## config.mk

```make
export PLATFORM = sky130hd
export DESIGN_NAME = alu_exec_ctrl
export DESIGN_NICKNAME = d
export VERILOG_FILES = /design/src/rtl/alu_ctrl_pkg.sv /design/src/rtl/md_iter_core.sv /design/src/rtl/alu_exec_ctrl.sv
export SDC_FILE = /design/constraint.sdc
export NUM_CORES = 1
export LEC_CHECK = 0
export BUFFER_PORTS_ARGS = -buffer_cell sky130_fd_sc_hd__buf_2
export CORE_MARGIN = 2
export CORE_UTILIZATION = 30
export CTS_BUF_LIST = sky130_fd_sc_hd__clkbuf_8
export DETAILED_ROUTE_END_ITERATION = 8
export GPL_TIMING_DRIVEN = 1
export HOLD_SLACK_MARGIN = 0.05
export PLACE_DENSITY = 0.43
export SYNTH_ARGS = -nofsm -noshare
export SYNTH_HDL_FRONTEND = slang
export SYNTH_SLANG_ARGS = --single-unit
```

## constraint.sdc

```tcl
create_clock -name clk -period 7.8 [get_ports clk]
set_input_delay 0.39 -clock clk [delete_from_list [all_inputs] [get_ports clk]]
set_output_delay 0.39 -clock clk [all_outputs]
set_load 0.1 [all_outputs]
```

## src/rtl/alu_ctrl_pkg.sv

```systemverilog
// alu_ctrl_pkg
//   Shared types and constants for the EX-stage ALU control block.
//   - alu_op_e   : 4-bit Operation codes driven to the ALU
//   - aluop_e    : 2-bit ALUOp class from the main decoder
//   - md_op_e    : Funct3 encodings of the RV32M ops
//   - md_state_e : multiply/divide sequencer states
//   - F7_*       : the Funct7 values an R-type instruction may legally carry
//   Helper functions classify an M op by operand signedness and kind.
package alu_ctrl_pkg;

   typedef enum logic [3:0] {
      OP_AND     = 4'b0000,
      OP_OR      = 4'b0001,
      OP_ADD     = 4'b0010,
      OP_SUB     = 4'b0011,
      OP_XOR     = 4'b0100,
      OP_SLL     = 4'b0101,
      OP_SRL     = 4'b0110,
      OP_SLT     = 4'b0111,
      OP_BEQ     = 4'b1000,
      OP_SRA     = 4'b1001,
      OP_SLTU    = 4'b1010,
      OP_ILLEGAL = 4'b1111
   } alu_op_e;

   typedef enum logic [1:0] {
      ALUOP_MEM    = 2'b00,   // LW/SW/AUIPC
      ALUOP_BRANCH = 2'b01,
      ALUOP_RI     = 2'b10,   // R-type and I-type arithmetic
      ALUOP_JAL    = 2'b11    // JAL/LUI
   } aluop_e;

   typedef enum logic [2:0] {
      MD_MUL    = 3'b000,
      MD_MULH   = 3'b001,
      MD_MULHSU = 3'b010,
      MD_MULHU  = 3'b011,
      MD_DIV    = 3'b100,
      MD_DIVU   = 3'b101,
      MD_REM    = 3'b110,
      MD_REMU   = 3'b111
   } md_op_e;

   typedef enum logic [1:0] {
      MD_IDLE = 2'b00,
      MD_RUN  = 2'b01,
      MD_DONE = 2'b10
   } md_state_e;

   localparam logic [6:0] F7_BASE   = 7'b0000000;
   localparam logic [6:0] F7_ALT    = 7'b0100000;
   localparam logic [6:0] F7_MULDIV = 7'b0000001;

   // rs1 is treated as signed by MULH, MULHSU, DIV and REM
   function automatic logic md_signed_a(input logic [2:0] op);
      return (op == MD_MULH) || (op == MD_MULHSU) || (op == MD_DIV) || (op == MD_REM);
   endfunction

   // rs2 is treated as signed by MULH, DIV and REM
   function automatic logic md_signed_b(input logic [2:0] op);
      return (op == MD_MULH) || (op == MD_DIV) || (op == MD_REM);
   endfunction

   // Funct3[2] separates the divide family from the multiply family
   function automatic logic md_is_div(input logic [2:0] op);
      return op[2];
   endfunction

endpackage

```

## src/rtl/md_iter_core.sv

```systemverilog
// md_iter_core
//   Iterative multiply/divide datapath working on operand magnitudes.
//   Multiply: shift-add into a 2*XLEN accumulator, STEP multiplier bits per cycle.
//   Divide:   restoring shift-subtract, STEP quotient bits per cycle.
//             The accumulator holds {remainder, dividend/quotient}.
//   Ports:
//     clk, reset : clock, synchronous active-high reset
//     load       : capture a, b, op and the result signs; prime the accumulator
//     busy       : perform one iteration this cycle
//     last       : final iteration; register the sign-corrected result
//     op         : Funct3 of the M op
//     a, b       : rs1 / rs2 operands
//     result     : registered result, held until the next final iteration
module md_iter_core
   import alu_ctrl_pkg::*;
#(
   parameter int XLEN = 32,
   parameter int STEP = 1
) (
   input  logic            clk,
   input  logic            reset,
   input  logic            load,
   input  logic            busy,
   input  logic            last,
   input  logic [2:0]      op,
   input  logic [XLEN-1:0] a,
   input  logic [XLEN-1:0] b,
   output logic [XLEN-1:0] result
);

   localparam int SW = XLEN + STEP;

   logic [2*XLEN-1:0] acc, acc_nxt;
   logic [XLEN-1:0]   opnd;          // multiplicand or divisor magnitude
   logic [2:0]        op_q;
   logic              neg_main_q;    // negate product / quotient
   logic              neg_rem_q;     // negate remainder (sign of dividend)

   logic              a_neg, b_neg;
   logic [XLEN-1:0]   mag_a, mag_b;

   logic [SW-1:0]     sum, hi_ext, mc_ext, dig_ext;
   logic [XLEN:0]     trial;
   logic [XLEN-1:0]   rem_w, quo_w;
   logic [2*XLEN-1:0] prod_fix;
   logic [XLEN-1:0]   res_nxt;

   // Operand magnitudes at load time
   always_comb begin
      a_neg = md_signed_a(op) & a[XLEN-1];
      b_neg = md_signed_b(op) & b[XLEN-1];
      mag_a = a_neg ? -a : a;
      mag_b = b_neg ? -b : b;
   end

   // One iteration of STEP bits
   always_comb begin
      acc_nxt = acc;
      sum     = '0;
      hi_ext  = {{STEP{1'b0}}, acc[2*XLEN-1:XLEN]};
      mc_ext  = {{STEP{1'b0}}, opnd};
      dig_ext = {{XLEN{1'b0}}, acc[STEP-1:0]};
      trial   = '0;
      rem_w   = acc[2*XLEN-1:XLEN];
      quo_w   = acc[XLEN-1:0];
      if (md_is_div(op_q)) begin
         for (int i = 0; i < STEP; i++) begin
            trial = {rem_w, quo_w[XLEN-1]};
            quo_w = {quo_w[XLEN-2:0], 1'b0};
            if (trial >= {1'b0, opnd}) begin
               trial    = trial - {1'b0, opnd};
               quo_w[0] = 1'b1;
            end
            // remainder stays below the divisor, so the top bit is always zero
            rem_w = trial[XLEN-1:0];
         end
         acc_nxt = {rem_w, quo_w};
      end else begin
         // low multiplier digit times multiplicand added into the high half,
         // then the whole accumulator shifts right by STEP
         sum     = hi_ext + mc_ext * dig_ext;
         acc_nxt = {sum, acc[XLEN-1:STEP]};
      end
   end

   // Sign correction of the value the final iteration produces
   always_comb begin
      prod_fix = neg_main_q ? -acc_nxt : acc_nxt;
      res_nxt  = '0;
      case (op_q)
         MD_MUL:                       res_nxt = prod_fix[XLEN-1:0];
         MD_MULH, MD_MULHSU, MD_MULHU: res_nxt = prod_fix[2*XLEN-1:XLEN];
         MD_DIV, MD_DIVU:              res_nxt = neg_main_q ? -acc_nxt[XLEN-1:0] : acc_nxt[XLEN-1:0];
         default:                      res_nxt = neg_rem_q ? -acc_nxt[2*XLEN-1:XLEN] : acc_nxt[2*XLEN-1:XLEN];
      endcase
   end

   always_ff @(posedge clk) begin
      if (reset) begin
         acc        <= '0;
         opnd       <= '0;
         op_q       <= MD_MUL;
         neg_main_q <= 1'b0;
         neg_rem_q  <= 1'b0;
         result     <= '0;
      end else if (load) begin
         op_q      <= op;
         neg_rem_q <= a_neg;
         if (md_is_div(op)) begin
            acc        <= {{XLEN{1'b0}}, mag_a};
            opnd       <= mag_b;
            // divide by zero keeps the all-ones quotient whatever the dividend sign
            neg_main_q <= (a_neg ^ b_neg) & (b != '0);
         end else begin
            acc        <= {{XLEN{1'b0}}, mag_b};
            opnd       <= mag_a;
            neg_main_q <= a_neg ^ b_neg;
         end
      end else if (busy) begin
         acc <= acc_nxt;
         if (last) result <= res_nxt;
      end
   end

endmodule

```

## src/rtl/alu_exec_ctrl.sv

```systemverilog
// alu_exec_ctrl
//   EX-stage ALU control: Operation decode plus an iterative RV32M sequencer.
//   Ports:
//     clk, reset           : clock, synchronous active-high reset
//     flush                : EX redirect; aborts a running M op
//     valid_in             : a valid instruction occupies EX
//     ALUOp, IsRType,
//     Funct7, Funct3       : decode inputs
//     SrcA, SrcB           : rs1 / rs2 operands
//     Operation            : 4-bit ALU code (combinational)
//     stall                : hold IF/ID/EX while an M op runs (combinational)
//     md_sel               : EX result mux takes md_result (one cycle, DONE)
//     md_result            : M op result, held until replaced
//     dbg_state            : sequencer state, for observation
//   Handshake: an M op is accepted in the cycle valid_in is high in IDLE
//   without flush; stall stays high until the cycle before DONE, and the
//   instruction retires in DONE when md_sel pulses with stall low.
module alu_exec_ctrl
   import alu_ctrl_pkg::*;
#(
   parameter int XLEN     = 32,
   parameter int ENABLE_M = 1,
   parameter int STEP     = 1
) (
   input  logic            clk,
   input  logic            reset,
   input  logic            flush,
   input  logic            valid_in,
   input  logic [1:0]      ALUOp,
   input  logic            IsRType,
   input  logic [6:0]      Funct7,
   input  logic [2:0]      Funct3,
   input  logic [XLEN-1:0] SrcA,
   input  logic [XLEN-1:0] SrcB,
   output logic [3:0]      Operation,
   output logic            stall,
   output logic            md_sel,
   output logic [XLEN-1:0] md_result,
   output logic [1:0]      dbg_state
);

   localparam int ITERS = XLEN / STEP;
   localparam int CNT_W = $clog2(ITERS + 1);

   md_state_e        state, state_nxt;
   logic [CNT_W-1:0] cnt, cnt_nxt;
   alu_op_e          op_d;
   logic             is_m, start;
   logic             core_load, core_busy, core_last;

   // ---------------- Operation decode ----------------
   always_comb begin
      is_m = (ENABLE_M != 0) && (ALUOp == ALUOP_RI) && IsRType && (Funct7 == F7_MULDIV);
      op_d = OP_ADD;
      case (ALUOp)
         ALUOP_MEM, ALUOP_JAL: op_d = OP_ADD;
         ALUOP_BRANCH:         op_d = OP_BEQ;
         default: begin
            if (IsRType && (Funct7 != F7_BASE) && (Funct7 != F7_ALT) && (Funct7 != F7_MULDIV)) begin
               op_d = OP_ILLEGAL;
            end else if (IsRType && (Funct7 == F7_MULDIV)) begin
               // M op: the ALU result is not used, so ADD is a harmless filler
               op_d = (ENABLE_M != 0) ? OP_ADD : OP_ILLEGAL;
            end else begin
               case (Funct3)
                  3'b000:  op_d = (IsRType && (Funct7 == F7_ALT)) ? OP_SUB : OP_ADD;
                  3'b001:  op_d = OP_SLL;
                  3'b010:  op_d = OP_SLT;
                  3'b011:  op_d = OP_SLTU;
                  3'b100:  op_d = OP_XOR;
                  3'b101:  op_d = Funct7[5] ? OP_SRA : OP_SRL;
                  3'b110:  op_d = OP_OR;
                  default: op_d = OP_AND;
               endcase
            end
         end
      endcase
      Operation = op_d;
   end

   // ---------------- Sequencer FSM ----------------
   always_comb begin
      state_nxt = state;
      cnt_nxt   = cnt;
      core_load = 1'b0;
      core_busy = 1'b0;
      core_last = 1'b0;
      md_sel    = 1'b0;
      start     = valid_in & is_m & (state == MD_IDLE) & ~flush & ~reset;

      case (state)
         MD_IDLE: begin
            if (start) begin
               core_load = 1'b1;
               cnt_nxt   = ITERS[CNT_W-1:0];
               state_nxt = MD_RUN;
            end
         end
         MD_RUN: begin
            core_busy = 1'b1;
            cnt_nxt   = cnt - 1'b1;
            if (cnt == 1) begin
               core_last = 1'b1;
               state_nxt = MD_DONE;
            end
         end
         MD_DONE: begin
            md_sel    = 1'b1;
            state_nxt = MD_IDLE;
         end
         default: state_nxt = MD_IDLE;
      endcase

      if (flush) begin
         state_nxt = MD_IDLE;
         cnt_nxt   = '0;
         core_busy = 1'b0;
         core_last = 1'b0;
         md_sel    = 1'b0;
      end
      if (reset) md_sel = 1'b0;

      stall     = (start | (state == MD_RUN)) & ~flush & ~reset;
      dbg_state = state;
   end

   always_ff @(posedge clk) begin
      if (reset) begin
         state <= MD_IDLE;
         cnt   <= '0;
      end else begin
         state <= state_nxt;
         cnt   <= cnt_nxt;
      end
   end

   md_iter_core #(
      .XLEN (XLEN),
      .STEP (STEP)
   ) u_core (
      .clk    (clk),
      .reset  (reset),
      .load   (core_load),
      .busy   (core_busy),
      .last   (core_last),
      .op     (Funct3),
      .a      (SrcA),
      .b      (SrcB),
      .result (md_result)
   );

endmodule
```

Word-level counts from Yosys, hierarchy flattened:

Cells that the tools add are included.

* register bits: 141
* logic and storage cells: 117

* add/sub/neg operators: 8
* $mul: 1
* $lt $le $gt $ge: 1
* equal/unequal tests: 23
* mux-type cells: 35
* bitwise operators: 14
* reductions and logical operators: 27

Operator list (count)
* 64-bit two-way mux: 4
* 32-bit two-way mux: 7
* 32-bit negator: 4
* 32-bit case mux with 3 select lines: 1
* 64-bit negator: 1
* 32-bit by 33-bit adder with 33-bit output: 1
* 33-bit by 32-bit greater-or-equal comparator with 1-bit output: 1
* 32-bit by 1-bit multiplier with 33-bit output: 1
* 32-bit nonzero test: 1
* 32-bit subtractor: 1
* 4-bit case mux with 7 select lines: 1
* 3-bit == test (second input constant): 5
* 1-bit two-way mux: 13
* 3-bit by 2-bit == test with 1-bit output (second input constant): 4
* 4-bit two-way mux: 3
* 6-bit case mux with 2 select lines: 1
* 1-bit bitwise AND: 9
* 4-bit case mux with 2 select lines: 1
* 7-bit by 1-bit == test with 1-bit output (second input constant): 1
* 7-bit by 6-bit == test with 1-bit output (second input constant): 1
* 1-bit logical AND: 7
* 7-bit by 1-bit != test with 1-bit output (second input constant): 1
* 7-bit by 6-bit != test with 1-bit output (second input constant): 1
* 7-bit nonzero test: 1
* other kinds (20): 38

Depth between registers and ports, before layout:

Gate-level depths: netlist of run 1.

* depth in word-level cells: 11
* depth in mapped cells: 21
* mapped depth without buffers: 19

Cells and area by module:

A second synthesis of run 1 with hierarchy kept.

* cells, all modules: 2175
* area total of the unflattened synthesis: 15344.7 sq um

By module, submodules not included
* md_iter_core: instances 1, cells an instance 2092, area each 14667.8 sq um, seq. area each 2662.6 sq um
* alu_exec_ctrl: instances 1, cells an instance 83, area each 676.9 sq um, seq. area each 160.2 sq um

Worst setup path before layout of run 1:

No wires, ideal clock.

* kind: register to register
* start: register u_core.op_q[2]
* end: register u_core.result[22]
* arrival time: 5.224 ns
* data required time: 7.668 ns
* path slack: 2.444 ns
* stages on the path, launching flop included: 21
* path buffers: 8
* period minus slack after synthesis: 5.356 ns
* cells stage by stage: dfxtp_1 buf_2 buf_2 buf_1 clkbuf_1 buf_1 clkbuf_1 buf_1 clkbuf_1 mux2i_1 ha_1 o211ai_1 or3_1 or2_2 or2_2 nor2_1 nand2_1 o41ai_1 xor2_1 a221oi_1 nor3_1

* cells in the longest elaborated chain, start to end: 4
* elaborated cells on any way between the ends: 16
* classes of those cells: 3 x add/sub; 5 x eq/ne; 5 x mux; 3 x reduce/logical

Ends and longest elaborated chain
* from (decl): line md_iter_core.sv:35 `logic [2:0] op_q;`
* from (signal assigned): line md_iter_core.sv:107 `op_q <= op;`
* 64-bit two-way mux: line md_iter_core.sv:66 `if (md_is_div(op_q)) begin`
* 64-bit negator, or another cell as far along: line md_iter_core.sv:88 `prod_fix = neg_main_q ? -acc_nxt : acc_nxt;`
* 64-bit two-way mux, or another cell as far along: line md_iter_core.sv:88
* 32-bit case mux with 3 select lines *: line md_iter_core.sv:90 `case (op_q)`
* to (signal assigned): line md_iter_core.sv:121 `if (last) result <= res_nxt;`
* to (decl): line md_iter_core.sv:28 `output logic [XLEN-1:0] result`

Every way passes the cells marked *; elsewhere a longest branch is shown, timed or not.
A chain may end at the register's enable or synchronous reset.

Worst setup path after layout of run 1:

* start: register u_core.opnd[4]
* end: register u_core.result[16]

* cells in the longest elaborated chain, start to end: 6
* elaborated cells on any way between the ends: 14
* classes of those cells: 5 x add/sub; 1 x mul; 1 x order compare; 7 x mux

Ends and longest elaborated chain
* from (decl): line md_iter_core.sv:34 `logic [XLEN-1:0] opnd;`
* from (signal assigned): line md_iter_core.sv:111 `opnd <= mag_b;`
* from (signal assigned): line md_iter_core.sv:116 `opnd <= mag_a;`
* 32-bit by 1-bit multiplier with 33-bit output, or another cell as far along: line md_iter_core.sv:81 `sum = hi_ext + mc_ext * dig_ext;`
* 32-bit by 33-bit adder with 33-bit output, or another cell as far along: line md_iter_core.sv:81
* 64-bit two-way mux *: line md_iter_core.sv:66
* 64-bit negator, or another cell as far along: line md_iter_core.sv:88
* 64-bit two-way mux, or another cell as far along: line md_iter_core.sv:88
* 32-bit case mux with 3 select lines *: line md_iter_core.sv:90

Marked as above.

==> results.sh, run 1 <==
export IMPL_status="completed"
export IMPL_initial_core_util=0.303
export IMPL_wl_met2_um=33000
export IMPL_tightestPinTransition_ns=1.14
export IMPL_rows=84
export IMPL_crit_buf_inv=1
export IMPL_yosysTopAreaCell="dfxtp_1"
export IMPL_clk_pin_slew_ns=0.10
export IMPL_detail_route_wl_per_cell_um=24.1
export IMPL_numCtsBuffers=17
export IMPL_wl_um=72200
export IMPL_drt_iter0_markers=1708
export IMPL_grt_max_degree=131
export IMPL_required_ns=8.22
export IMPL_critical_path_top_delay_family="compound AO/OA/AOI/OAI gates"
export IMPL_overflow=0
export IMPL_cp_cell_sequence="inv_1, ha_1, a21o_4, a31o_1, o211a_1, o31a_1, o21ai_0, a21boi_0, ha_1, o211ai_1, or3_1, or2_2, or2_2, nor2_1, nand2_1, o31ai_1, xor2_1, a221oi_1, a211oi_1"
export IMPL_netlist_top_cells_count="nor2_1 (302), a21oi_1 (205), nand2_1 (203), dfxtp_1 (141), o21ai_0 (138)"
export IMPL_end_kind="register"
export IMPL_crit_path_top_delay_cell="o21ai_0"
export IMPL_die_area_sq_um=55000
export IMPL_fin_crit_ns=6.54
export IMPL_fillCellCount=5781
export IMPL_die_w_um=235
export IMPL_hold_viol=0
export IMPL_cts_resized=0
export IMPL_critPathKind="reg2reg"
export IMPL_synth_area_leaders="dfxtp_1 (18%), nor2_1 (7.1%), a21oi_1 (6.4%), ha_1 (5.7%), nand2_1 (4.8%)"
export IMPL_gp_congestion=0.960
export IMPL_ys_seq_area_frac=0.177
export IMPL_critical_path_max_stage_delay_ns=0.96
export IMPL_fmax_mhz=153
export IMPL_grt_pass1_wl_um=107000
export IMPL_drive_above_1_share=0.119
export IMPL_vias=17688
export IMPL_synthesis_area_sq_um=15900
export IMPL_fin_nets=2447
export IMPL_synth_top_area_share=0.177
export IMPL_vias_per_cell=5.91
export IMPL_p_clk_frac=0.406
export IMPL_area_delta_synth_final_pct=9.71
export IMPL_cts_sink_count=141
export IMPL_hp_class="in2reg"
export IMPL_p_int_mw=1.05
export IMPL_critical_path_arrival_ns=6.96
export IMPL_first_global_vias=16578
export IMPL_seqPwrFrac=0.455
export IMPL_cp_max_fo=12
export IMPL_regArea_sq_um=2830
export IMPL_io_buffers=120
export IMPL_setup_viol=0
export IMPL_multi_input_area_sq_um=12300
export IMPL_slew_viol_final=0
export IMPL_drcViolationCount=0
export IMPL_grt_use_total=0.262
export IMPL_postCtsSetupRepairBufs=0
export IMPL_cts_tree="yes"
export IMPL_antenna_found_initial=2
export IMPL_ctsHoldBuffers=0
export IMPL_wl_met3_um=3550
export IMPL_core_sq_um=52600
export IMPL_finalClockSkew_ns=0.0184
export IMPL_cellPowerDensity_nw_per_um2=90.3
export IMPL_netSwitchingPower_uw=529
export IMPL_p_leak_nw=6.99
export IMPL_htree_levels=4
export IMPL_async_flop_share=0
export IMPL_ys_warn_count=0
export IMPL_vdd_drop_max_mv=0.108
export IMPL_p_comb_frac=0.138
export IMPL_clk_latency_ns=0.58
export IMPL_ys_flop_type="dfxtp_1"
export IMPL_avgSynthCellArea_sq_um=7.04
export IMPL_switching_share=0.335
export IMPL_drv_cap=0
export IMPL_synthCells=2263
export IMPL_relSlewSlack=0.226
export IMPL_yosysUniqueCellTypes=98
export IMPL_die_y_um=235
export IMPL_route_layer_met1_wl_um=32800
export IMPL_dp_hpwl_um=56400
export IMPL_highest_layer="met4"
export IMPL_setup_tns_final_ns=0
export IMPL_max_clock_path_buffers=2
export IMPL_rsz0062_at_grt="false"
export IMPL_n_antenna_cell=0
export IMPL_io_pins=121
export IMPL_startpoint_type="register"
export IMPL_hold_worst_slack_ns=0.121
export IMPL_fin_crit_sh=0.838
export IMPL_cts_root_buf="clkbuf_8"
export IMPL_drtAntennaViolNets=0
export IMPL_first_pass_iters=6
export IMPL_synth_seq_cells=141
export IMPL_yosys_cell_count_top_type="nor2_1"
export IMPL_synth_nets=2418
export IMPL_synth_edff_count=0
layout by cell type (no fill, tap or decap), types with 15 or more instances in the layout:
cell,netlist,layout
clkbuf_8,0,17
mux2_2,27,27
nand3_1,42,42
a211oi_1,44,44
a31oi_1,25,25
xnor2_1,81,81
ha_1,72,72
a22oi_1,28,28
xor2_1,68,68
dfxtp_1,141,139
o211ai_1,25,25
mux2i_1,38,38
o21ai_0,138,138
a222oi_1,24,24
or2_2,18,18
a21oi_1,205,204
buf_4,1,38
nand4_1,27,27
and3_1,21,21
or3_1,22,22
o21a_1,17,17
nand2_1,203,202
buf_2,18,118
and2_1,47,46
nand2b_1,15,15
nor3_1,71,71
o31ai_1,34,34
nor2_1,302,301
inv_1,68,69
nor4_1,23,23
a21o_1,39,39
a221oi_1,22,22
nor2b_1,22,22
cells by family (layout without fill, tap and decap cells):
| logic type | after synthesis | count (layout) | synth area share |
|---|---|---|---|
| flops | 141 | 141 | 0.177 |
| xor+xnor | 149 | 149 | 0.0819 |
| fa+ha+maj | 74 | 74 | 0.0590 |
| buf+inv | 215 | 257 | 0.0538 |
| compound gates | 751 | 751 | 0.321 |
| simple gates | 868 | 868 | 0.264 |
| mux | 65 | 65 | 0.0429 |
tightest hold or removal path: cells and delay by family:
| kind | cells | cell delay [ns] |
|---|---|---|
| compound gates | 1 | 0.05 |
| simple gates | 1 | 0.07 |
| buf+inv | 1 | 0.15 |
registers in the layout, summed over array words and instances (netlist names):
| name | flops |
|---|---|
| u_core.acc | 64 |
| cnt | 6 |
| u_core.neg_main_q | 1 |
| u_core.opnd | 32 |
| dbg_state | 2 |
| u_core.result | 32 |
| u_core.neg_rem_q | 1 |
| u_core.op_q | 3 |
per-layer routing:
layer  global-route usage  vias to the layer above
met1                0.348                     8509
met3               0.0331                      105
met5                    0                        -
li1                     -                     8468
met2                0.426                      606
met4                0.108                        0
layout make-up:
type / instances / area share
multi-input combinational: 1907 / 0.702
clock buffer: 17 / 0.0134
tap: 688 / 0.0492
inverter: 69 / 0.0148
clock inverter: 15 / 0.00887
timing repair buffer: 156 / 0.0501
sequential: 141 / 0.162
worst paths after layout:
path	from	to	slack (ns)	cells past startpoint
max	u_core.opnd[4]$_SDFFE_PP0P_	u_core.result[16]$_SDFFE_PP0P_	1.26	19
min	Funct3[1]	u_core.op_q[1]$_SDFFE_PP0P_	0.12	3
max reg2reg	u_core.opnd[4]$_SDFFE_PP0P_	u_core.result[16]$_SDFFE_PP0P_	1.26	19
min reg2reg	u_core.result[25]$_SDFFE_PP0P_	u_core.result[25]$_SDFFE_PP0P_	0.47	2
stage by stage:
step / instances / setup slack [ns] / instance area, sq um / util / total power, mW
after floorplan: 2263 / 2.44 / 15900 / - / 0.865
after global placement: 2961 / 1.56 / 17100 / 0.325 / 0.952
after detailed placement: 2961 / 1.44 / 17100 / 0.325 / 0.954
after CTS: 2993 / 1.40 / 17500 / 0.333 / 1.61
after global routing: 2993 / 0.940 / 17500 / 0.333 / 1.64
final: 2993 / 1.26 / 17500 / 0.333 / 1.58
power groups by stage:
stage | registers, mW | logic (mW) | clock network (mW)
after floorplan | 0.736 | 0.129 | 0
after global placement | 0.736 | 0.217 | 0
after detailed placement | 0.736 | 0.219 | 0
after CTS | 0.719 | 0.219 | 0.669
after global routing | 0.719 | 0.238 | 0.685
final | 0.719 | 0.218 | 0.642
Note: power is estimated with default switching activity, not from simulation.
==> run 2, diff against run 1 <==
--- a/config.mk
+++ b/config.mk
@@ -5,6 +5,7 @@
 export SDC_FILE = /design/constraint.sdc
 export NUM_CORES = 1
 export LEC_CHECK = 0
+export ABC_AREA = 1
 export BUFFER_PORTS_ARGS = -buffer_cell sky130_fd_sc_hd__buf_2
 export CORE_MARGIN = 2
 export CORE_UTILIZATION = 30
@@ -12,7 +13,7 @@
 export DETAILED_ROUTE_END_ITERATION = 8
 export GPL_TIMING_DRIVEN = 1
 export HOLD_SLACK_MARGIN = 0.05
-export PLACE_DENSITY = 0.43
+export PLACE_DENSITY = 0.44
 export SYNTH_ARGS = -nofsm -noshare
 export SYNTH_HDL_FRONTEND = slang
 export SYNTH_SLANG_ARGS = --single-unit
==> constraint.sdc (replaced) <==
create_clock -name clk -period 5.6 [get_ports clk]
set_input_delay 0.28 -clock clk [delete_from_list [all_inputs] [get_ports clk]]
set_output_delay 0.28 -clock clk [all_outputs]
set_load 0.1 [all_outputs]
==> run 2 against run 1 <==
Effect of this change:
- sequential share of layout area shrank 1.3 points
- cell area grew 9.0%
- maximum frequency grew 33%
- die area grew 8.1%
- critical path depth grew 6
- synthesized cell count grew 38%
- area after synthesis grew 8.3%
- power grew 39%
- combinational power grew 16%
- worst hold slack lost 0.021 ns
- critical endpoint is now u_core.result[10]$_SDFFE_PP0P_
- non-clock buffer count grew 7
==> results.sh, run 2 <==
export IMPL_reg2reg_slack_ns=0.67
export IMPL_netSwitchingPower_uw=703
export IMPL_p_leak_nw=9.96
export IMPL_min_from="SrcB[15]"
export IMPL_critical_path_max_stage_delay_ns=0.44
export IMPL_startpoint_type="register"
export IMPL_crit_buf_inv=1
export IMPL_ys_warn_count=0
export IMPL_detail_route_wl_per_cell_um=20.7
export IMPL_switching_share=0.321
export IMPL_hold_worst_slack_ns=0.0994
export IMPL_p_comb_frac=0.116
export IMPL_io_buffers=120
export IMPL_required_ns=6.10
export IMPL_rows=87
export IMPL_holdPathEnd="u_core.acc[15]$_SDFFE_PP0P_"
export IMPL_cts_tree="yes"
export IMPL_hp_class="in2reg"
export IMPL_grt_max_degree=85
export IMPL_htree_levels=4
export IMPL_synth_mux_area_frac=0
export IMPL_synth_seq_cells=141
export IMPL_largest_reg_flops=64
export IMPL_tightestPinTransition_ns=1.07
export IMPL_yosysUniqueCellTypes=61
export IMPL_first_global_vias=19635
export IMPL_relSlewSlack=0.286
export IMPL_placed_cells=3917
export IMPL_fmax_mhz=203
export IMPL_status="completed"
export IMPL_fin_area_sq_um=19100
export IMPL_postCtsSetupRepairBufs=0
export IMPL_synth_xor_area_frac=0.0492
export IMPL_r2r_end="u_core.result[10]$_SDFFE_PP0P_"
export IMPL_synth_edff_count=0
export IMPL_synthCells=3112
export IMPL_max_clock_path_buffers=2
export IMPL_setup_tns_final_ns=0
export IMPL_synth_compound_area_frac=0.153
export IMPL_synth_top_area_share=0.215
export IMPL_antenna_found_initial=1
export IMPL_utilization=0.337
export IMPL_yosys_cell_count_top_type="nand2_1"
export IMPL_synthesis_area_sq_um=17300
export IMPL_cp_max_fo=12
export IMPL_place_ws_ns=0.910
export IMPL_rr_worst_depth=25
export IMPL_final_cell_mix="nand2_1 (989), inv_1 (449), nor2_1 (315), nand3_1 (252), a21oi_1 (163)"
export IMPL_io_pins=121
export IMPL_async_flop_share=0
export IMPL_end_kind="register"
export IMPL_fin_crit_ns=4.93
export IMPL_cp_common_cell="nand2_1"
export IMPL_final_cells=3955
export IMPL_cellPowerDensity_nw_per_um2=115
export IMPL_ys_seq_area_frac=0.164
export IMPL_gp_congestion=0.964
export IMPL_critPathKind="reg2reg"
export IMPL_vias=20457
export IMPL_initial_core_util=0.305
export IMPL_seqPwrFrac=0.457
export IMPL_yosysTopAreaCell="nand2_1"
export IMPL_first_pass_iters=8
export IMPL_regMostFlops="u_core.acc"
export IMPL_synth_area_leaders="nand2_1 (22%), dfxtp_1 (16%), inv_1 (9.7%), nand3_1 (7.3%), nor2_1 (7.0%)"
export IMPL_worstReg2RegStart="u_core.opnd[26]$_SDFFE_PP0P_"
export IMPL_numCtsBuffers=17
export IMPL_p_clk_frac=0.428
export IMPL_synth_adder_area_share=0.0545
export IMPL_n_antenna_cell=0
export IMPL_grt_pass1_wl_um=122000
export IMPL_die_area_sq_um=59500
export IMPL_avgSynthCellArea_sq_um=5.55
export IMPL_finalClockSkew_ns=0.0195
export IMPL_cts_sink_count=141
export IMPL_crit_path_top_delay_cell="ha_1"
export IMPL_grt_use_total=0.274
export IMPL_synth_top_family_by_area="simple AND/OR/NAND/NOR gates"
export IMPL_overflow=0
export IMPL_cts_root_buf="clkbuf_8"
export IMPL_dp_hpwl_um=67200
export IMPL_vdd_drop_max_mv=0.136
export IMPL_wl_um=82000
export IMPL_drv_cap=0
export IMPL_die_w_um=244
export IMPL_area_delta_synth_final_pct=10.4
export IMPL_slew_viol_final=0
export IMPL_min_path_cells=4
export IMPL_drcViolationCount=0
export IMPL_reg_top3="u_core.acc (64), u_core.opnd (32), u_core.result (32)"
export IMPL_netlist_top_cells_count="nand2_1 (989), inv_1 (448), nor2_1 (321), nand3_1 (252), a21oi_1 (163)"
export IMPL_total_power_mw=2.19
export IMPL_hold_viol=0
export IMPL_critical_path_arrival_ns=5.43
export IMPL_setup_viol=0
export IMPL_synth_nets=3267
export IMPL_drtAntennaViolNets=0
export IMPL_clk_pin_slew_ns=0.10
export IMPL_rsz0062_at_grt="false"
export IMPL_fin_nets=3341
export IMPL_fin_crit_sh=0.880
export IMPL_setup_ws_ns=0.670
export IMPL_p_int_mw=1.49
export IMPL_drive_above_1_share=0.0978
export IMPL_core_sq_um=56600
export IMPL_synth_simple_area_share=0.445
export IMPL_ys_flop_type="dfxtp_1"
export IMPL_critical_path_top_delay_family="simple AND/OR/NAND/NOR gates"
export IMPL_drt_iter0_markers=1941
export IMPL_final_common_cell="nand2_1"
export IMPL_vias_per_cell=5.17
export IMPL_clk_latency_ns=0.58
export IMPL_placed_area_sq_um=18600
export IMPL_die_y_um=244
## run 2: changes by cell type in the layout (fill, tap and decap cells not counted), moves of 35 or more
cell,previous run,this run
nand3_1,42,252
a21o_1,39,4
and2_1,46,3
a211oi_1,44,5
a21oi_1,204,163
nand2_1,202,989
mux2i_1,38,0
inv_1,69,449
xnor2_1,81,38
## run 2: power by group through the flow
stage / Combinational, mW / Clock, mW / Sequential (mW)
6_report: 0.253 / 0.937 / 1.00
5_1_grt: 0.271 / 0.995 / 1.00
4_1_cts: 0.253 / 0.965 / 1.00
3_5_place_dp: 0.249 / 0 / 1.02
3_3_place_gp: 0.247 / 0 / 1.02
2_1_floorplan: 0.139 / 0 / 1.03
## run 2: worst max path at each step
stage | startpoint | endpoint | slack [ns] | cells after the start
detailed placement | u_core.opnd[26]$_SDFFE_PP0P_ | u_core.result[10]$_SDFFE_PP0P_ | 0.91 | 25
floorplan | u_core.acc[0]$_SDFFE_PP0P_ | u_core.result[27]$_SDFFE_PP0P_ | 2.01 | 28
global route | u_core.opnd[23]$_SDFFE_PP0P_ | u_core.result[26]$_SDFFE_PP0P_ | 0.41 | 27
CTS | u_core.opnd[26]$_SDFFE_PP0P_ | u_core.result[10]$_SDFFE_PP0P_ | 0.84 | 25
finish | u_core.opnd[26]$_SDFFE_PP0P_ | u_core.result[10]$_SDFFE_PP0P_ | 0.67 | 25
global placement | u_core.acc[32]$_SDFFE_PP0P_ | u_core.result[23]$_SDFFE_PP0P_ | 0.96 | 26
## run 2: cell families after synthesis
| kind of cell | count (synthesis) |
|---|---|
| simple gates | 1766 |
| fa+ha+maj | 74 |
| buf+inv | 580 |
| xor+xnor | 97 |
| flops | 141 |
| compound gates | 454 |
## run 2: area by class of cell
type / instances / area (sq um)
fill: 6617 / 37500
multi-input combinational: 2391 / 12100
sequential: 141 / 2830
inverter: 472 / 1770
timing repair buffer: 163 / 956
tap: 756 / 946
clock buffer: 17 / 234
clock inverter: 15 / 181
## run 2: per-layer routing
layer  global-route usage  share of wire
met4                0.104          0.038
met3               0.0395          0.061
met2                0.463           0.47
met1                0.350           0.43
met5                    0              0
## run 2: repair_timing
item	in CTS	in global routing
hold buffers	6	0
resized for setup	0	0
endpoints found under the hold margin	7	0
## run 2: tightest hold or removal path: stages
cell	delay, ns
buf_2	0.10
xnor2_1	0.11
nand2_1	0.08
a21oi_1	0.06
==> run 3, diff against run 2 <==
--- a/config.mk
+++ b/config.mk
@@ -16,4 +16,5 @@
 export PLACE_DENSITY = 0.44
 export SYNTH_ARGS = -nofsm -noshare
 export SYNTH_HDL_FRONTEND = slang
+export SYNTH_HIERARCHICAL = 1
 export SYNTH_SLANG_ARGS = --single-unit
==> run 3 against run 2 <==
Effect of this change:
- final cell count fell by 1.4%
- clock power fell by 10%
- core utilization fell by 0.35 points
- routed wire length rose by 0.71%
- die area fell by 0.86%
- worst hold slack got worse by 0.026 ns
- global-route usage rose by 0.23 points
- sequential power barely moved
- via count fell by 0.88%
- register-to-register slack improved by 0.05 ns
- area after synthesis fell by 0.88%
- non-clock buffer count fell by 13
==> results.sh, run 3 <==
export IMPL_htree_levels=4
export IMPL_gp_congestion=1.02
export IMPL_yosys_cell_count_top_type="nand2_1"
export IMPL_p_int_mw=1.39
export IMPL_drive_above_1_share=0.107
export IMPL_rr_worst_depth=26
export IMPL_clk_latency_ns=0.56
export IMPL_detail_route_wl_per_cell_um=21.2
export IMPL_cts_tree="yes"
export IMPL_vias=20276
export IMPL_fmax_mhz=205
export IMPL_drv_cap=0
export IMPL_startpoint_type="register"
export IMPL_vdd_drop_max_mv=0.149
export IMPL_largest_reg_flops=64
export IMPL_synth_seq_cells=141
export IMPL_first_pass_iters=7
export IMPL_p_clk_frac=0.400
export IMPL_numCtsBuffers=17
export IMPL_fillCellCount=6613
export IMPL_io_buffers=120
export IMPL_final_common_cell="nand2_1"
export IMPL_yosysUniqueCellTypes=59
export IMPL_synth_top_area_share=0.203
export IMPL_die_w_um=243
export IMPL_cts_sink_count=141
export IMPL_drt_iter0_markers=1836
export IMPL_cp_startpoint="u_core/opnd[28]$_SDFFE_PP0P_"
export IMPL_wl_met2_um=37800
export IMPL_worstReg2RegStart="u_core/opnd[28]$_SDFFE_PP0P_"
export IMPL_overflow=0
export IMPL_synth_area_leaders="nand2_1 (20%), dfxtp_1 (16%), inv_1 (10%), nand3_1 (7.2%), nor2_1 (6.3%)"
export IMPL_route_layer_met1_wl_um=36600
export IMPL_synthCells=3068
export IMPL_status="completed"
export IMPL_seqPwrFrac=0.477
export IMPL_regArea_sq_um=2830
export IMPL_die_y_um=243
export IMPL_multi_input_area_sq_um=12000
export IMPL_fin_crit_ns=4.88
export IMPL_antenna_found_initial=0
export IMPL_avgSynthCellArea_sq_um=5.58
export IMPL_core_sq_um=56400
export IMPL_p_comb_frac=0.123
export IMPL_final_cell_mix="nand2_1 (927), inv_1 (457), nor2_1 (282), nand3_1 (245), a21oi_1 (177)"
export IMPL_reg_top3="u_core/acc (64), u_core/opnd (32), u_core/result (32)"
export IMPL_dp_hpwl_um=66800
export IMPL_regMostFlops="u_core/acc"
export IMPL_finalClockSkew_ns=0.0223
export IMPL_rows=87
export IMPL_async_flop_share=0
export IMPL_ys_warn_count=6
export IMPL_highest_layer="met4"
export IMPL_wl_um=82600
export IMPL_critical_path_arrival_ns=5.35
export IMPL_grt_max_degree=63
export IMPL_end_kind="register"
export IMPL_initial_core_util=0.303
export IMPL_drtAntennaViolNets=0
export IMPL_grt_pass1_wl_um=123000
export IMPL_clk_pin_slew_ns=0.09
export IMPL_n_antenna_cell=0
export IMPL_die_area_sq_um=59000
export IMPL_drcViolationCount=0
export IMPL_synth_edff_count=0
export IMPL_postCtsSetupRepairBufs=0
export IMPL_grt_use_total=0.276
export IMPL_hold_viol=0
export IMPL_hp_class="in2reg"
export IMPL_rsz0062_at_grt="false"
export IMPL_required_ns=6.07
export IMPL_cts_root_buf="clkbuf_8"
export IMPL_max_clock_path_buffers=2
export IMPL_critPathKind="reg2reg"
export IMPL_r2r_end="u_core/result[30]$_SDFFE_PP0P_"
export IMPL_ys_flop_type="dfxtp_1"
export IMPL_p_leak_nw=10.0
export IMPL_switching_share=0.336
export IMPL_fin_crit_sh=0.871
export IMPL_utilization=0.333
export IMPL_reg2reg_slack_ns=0.72
export IMPL_cp_endpoint="u_core/result[30]$_SDFFE_PP0P_"
export IMPL_yosysTopAreaCell="nand2_1"
export IMPL_first_global_vias=19246
export IMPL_setup_viol=0
export IMPL_wl_met3_um=5170
export IMPL_synth_nets=3223
export IMPL_ys_seq_area_frac=0.165
export IMPL_netSwitchingPower_uw=705
export IMPL_area_delta_synth_final_pct=9.81
export IMPL_cp_max_fo=5
export IMPL_netlist_top_cells_count="nand2_1 (927), inv_1 (457), nor2_1 (287), nand3_1 (245), a21oi_1 (177)"
export IMPL_cts_resized=0
export IMPL_tightestPinTransition_ns=1.28
export IMPL_cellPowerDensity_nw_per_um2=112
export IMPL_vias_per_cell=5.20
export IMPL_setup_tns_final_ns=0
export IMPL_synthesis_area_sq_um=17100
export IMPL_io_pins=121
export IMPL_slew_viol_final=0
export IMPL_relSlewSlack=0.137
export IMPL_fin_nets=3284
run 3: changes by cell type in the layout (fill, tap and decap cells not counted), sizes merged, moves of 9 or more:
cell / previous run / this run
a21oi: 165 / 185
a22oi: 7 / 29
buf: 157 / 147
inv: 474 / 484
nand2: 1009 / 958
nor2: 350 / 323
o21ai: 166 / 156
o22ai: 26 / 17
or2: 9 / 21
xnor2: 38 / 20
xor2: 59 / 74
run 3: cell families (layout without fill, tap and decap cells):
kind of cell    Yosys count  count (layout)  synth area share
compound gates          475             475             0.162
xor+xnor                 94              94            0.0481
fa+ha+maj                74              74            0.0550
buf+inv                 590             664             0.135
flops                   141             141             0.165
simple gates           1694            1694             0.435
run 3: how the worst min path moves through the flow:
stage,start,end,slack (ns),cells past startpoint
finish,SrcB[31],u_core/neg_main_q$_SDFFE_PP0P_,0.07,3
global route,SrcA[7],u_core/opnd[7]$_SDFFE_PP0P_,0.09,4
CTS,SrcB[30],u_core/neg_main_q$_SDFFE_PP0P_,0.05,3
detailed placement,u_core/result[10]$_SDFFE_PP0P_,u_core/result[10]$_SDFFE_PP0P_,0.46,2
global placement,u_core/result[4]$_SDFFE_PP0P_,u_core/result[4]$_SDFFE_PP0P_,0.45,2
floorplan,reset,dbg_state[1]$_SDFFE_PP0P_,0.36,1
run 3: metrics by stage:
step / power [mW] / cells / worst slack (ns) / cell area (sq um) / hold WS, ns
3_5_place_dp: 1.28 / 3863 / 0.846 / 18400 / 0.458
4_1_cts: 2.13 / 3898 / 0.813 / 18800 / 0.0515
2_1_floorplan: 1.17 / 3068 / 2.13 / 17100 / 0.358
5_1_grt: 2.19 / 3898 / 0.384 / 18800 / 0.0889
6_report: 2.10 / 3898 / 0.722 / 18800 / 0.0734
3_3_place_gp: 1.28 / 3863 / 0.820 / 18400 / 0.453
run 3: metal layers:
| layer | global-route usage | vias to the layer above |
|---|---|---|
| li1 | - | 9969 |
| met1 | 0.359 | 9436 |
| met2 | 0.457 | 748 |
| met3 | 0.0443 | 123 |
| met4 | 0.105 | 0 |
| met5 | 0 | - |
run 3: what timing repair did:
action	4_1_cts	5_1_grt
hold buffers	3	0
setup endpoints to repair	0	0
hold endpoints to repair	6	0
run 3: critical path, cell delays in order, from the launching register on:
cell and delay [ns]:
dfxtp_1 0.58, inv_1 0.09, ha_1 0.35, a21oi_1 0.23, nand2_1 0.11, a21oi_2 0.22, nand2_2 0.09, nor2_4 0.19
nand3_1 0.22, nand2_1 0.22, ha_1 0.19, inv_1 0.05, nor2_1 0.21, nand4_1 0.23, nor3_1 0.27, nand4_1 0.15
nor3_1 0.22, nand4_1 0.19, nor3_1 0.29, nand2_1 0.15, nand2_1 0.11, nand2_1 0.07, xor2_1 0.14, nand2_1 0.07
nand2_1 0.07, nand2_1 0.06, inv_1 0.03
run 3: layout make-up:
cell class / instances / area share
Tap cell: 756 / 0.0503
Inverter: 482 / 0.0964
Multi-Input combinational cell: 2337 / 0.639
Timing Repair Buffer: 150 / 0.0443
Sequential cell: 141 / 0.151
Clock inverter: 15 / 0.00673
Clock buffer: 17 / 0.0125
run 3: power by group through the flow:
stage	sequential [mW]	combinational (mW)	clock (mW)
3_3_place_gp	1.02	0.255	0
3_5_place_dp	1.02	0.253	0
6_report	1.00	0.258	0.841
2_1_floorplan	1.03	0.145	0
5_1_grt	1.00	0.280	0.904
4_1_cts	1.00	0.256	0.869
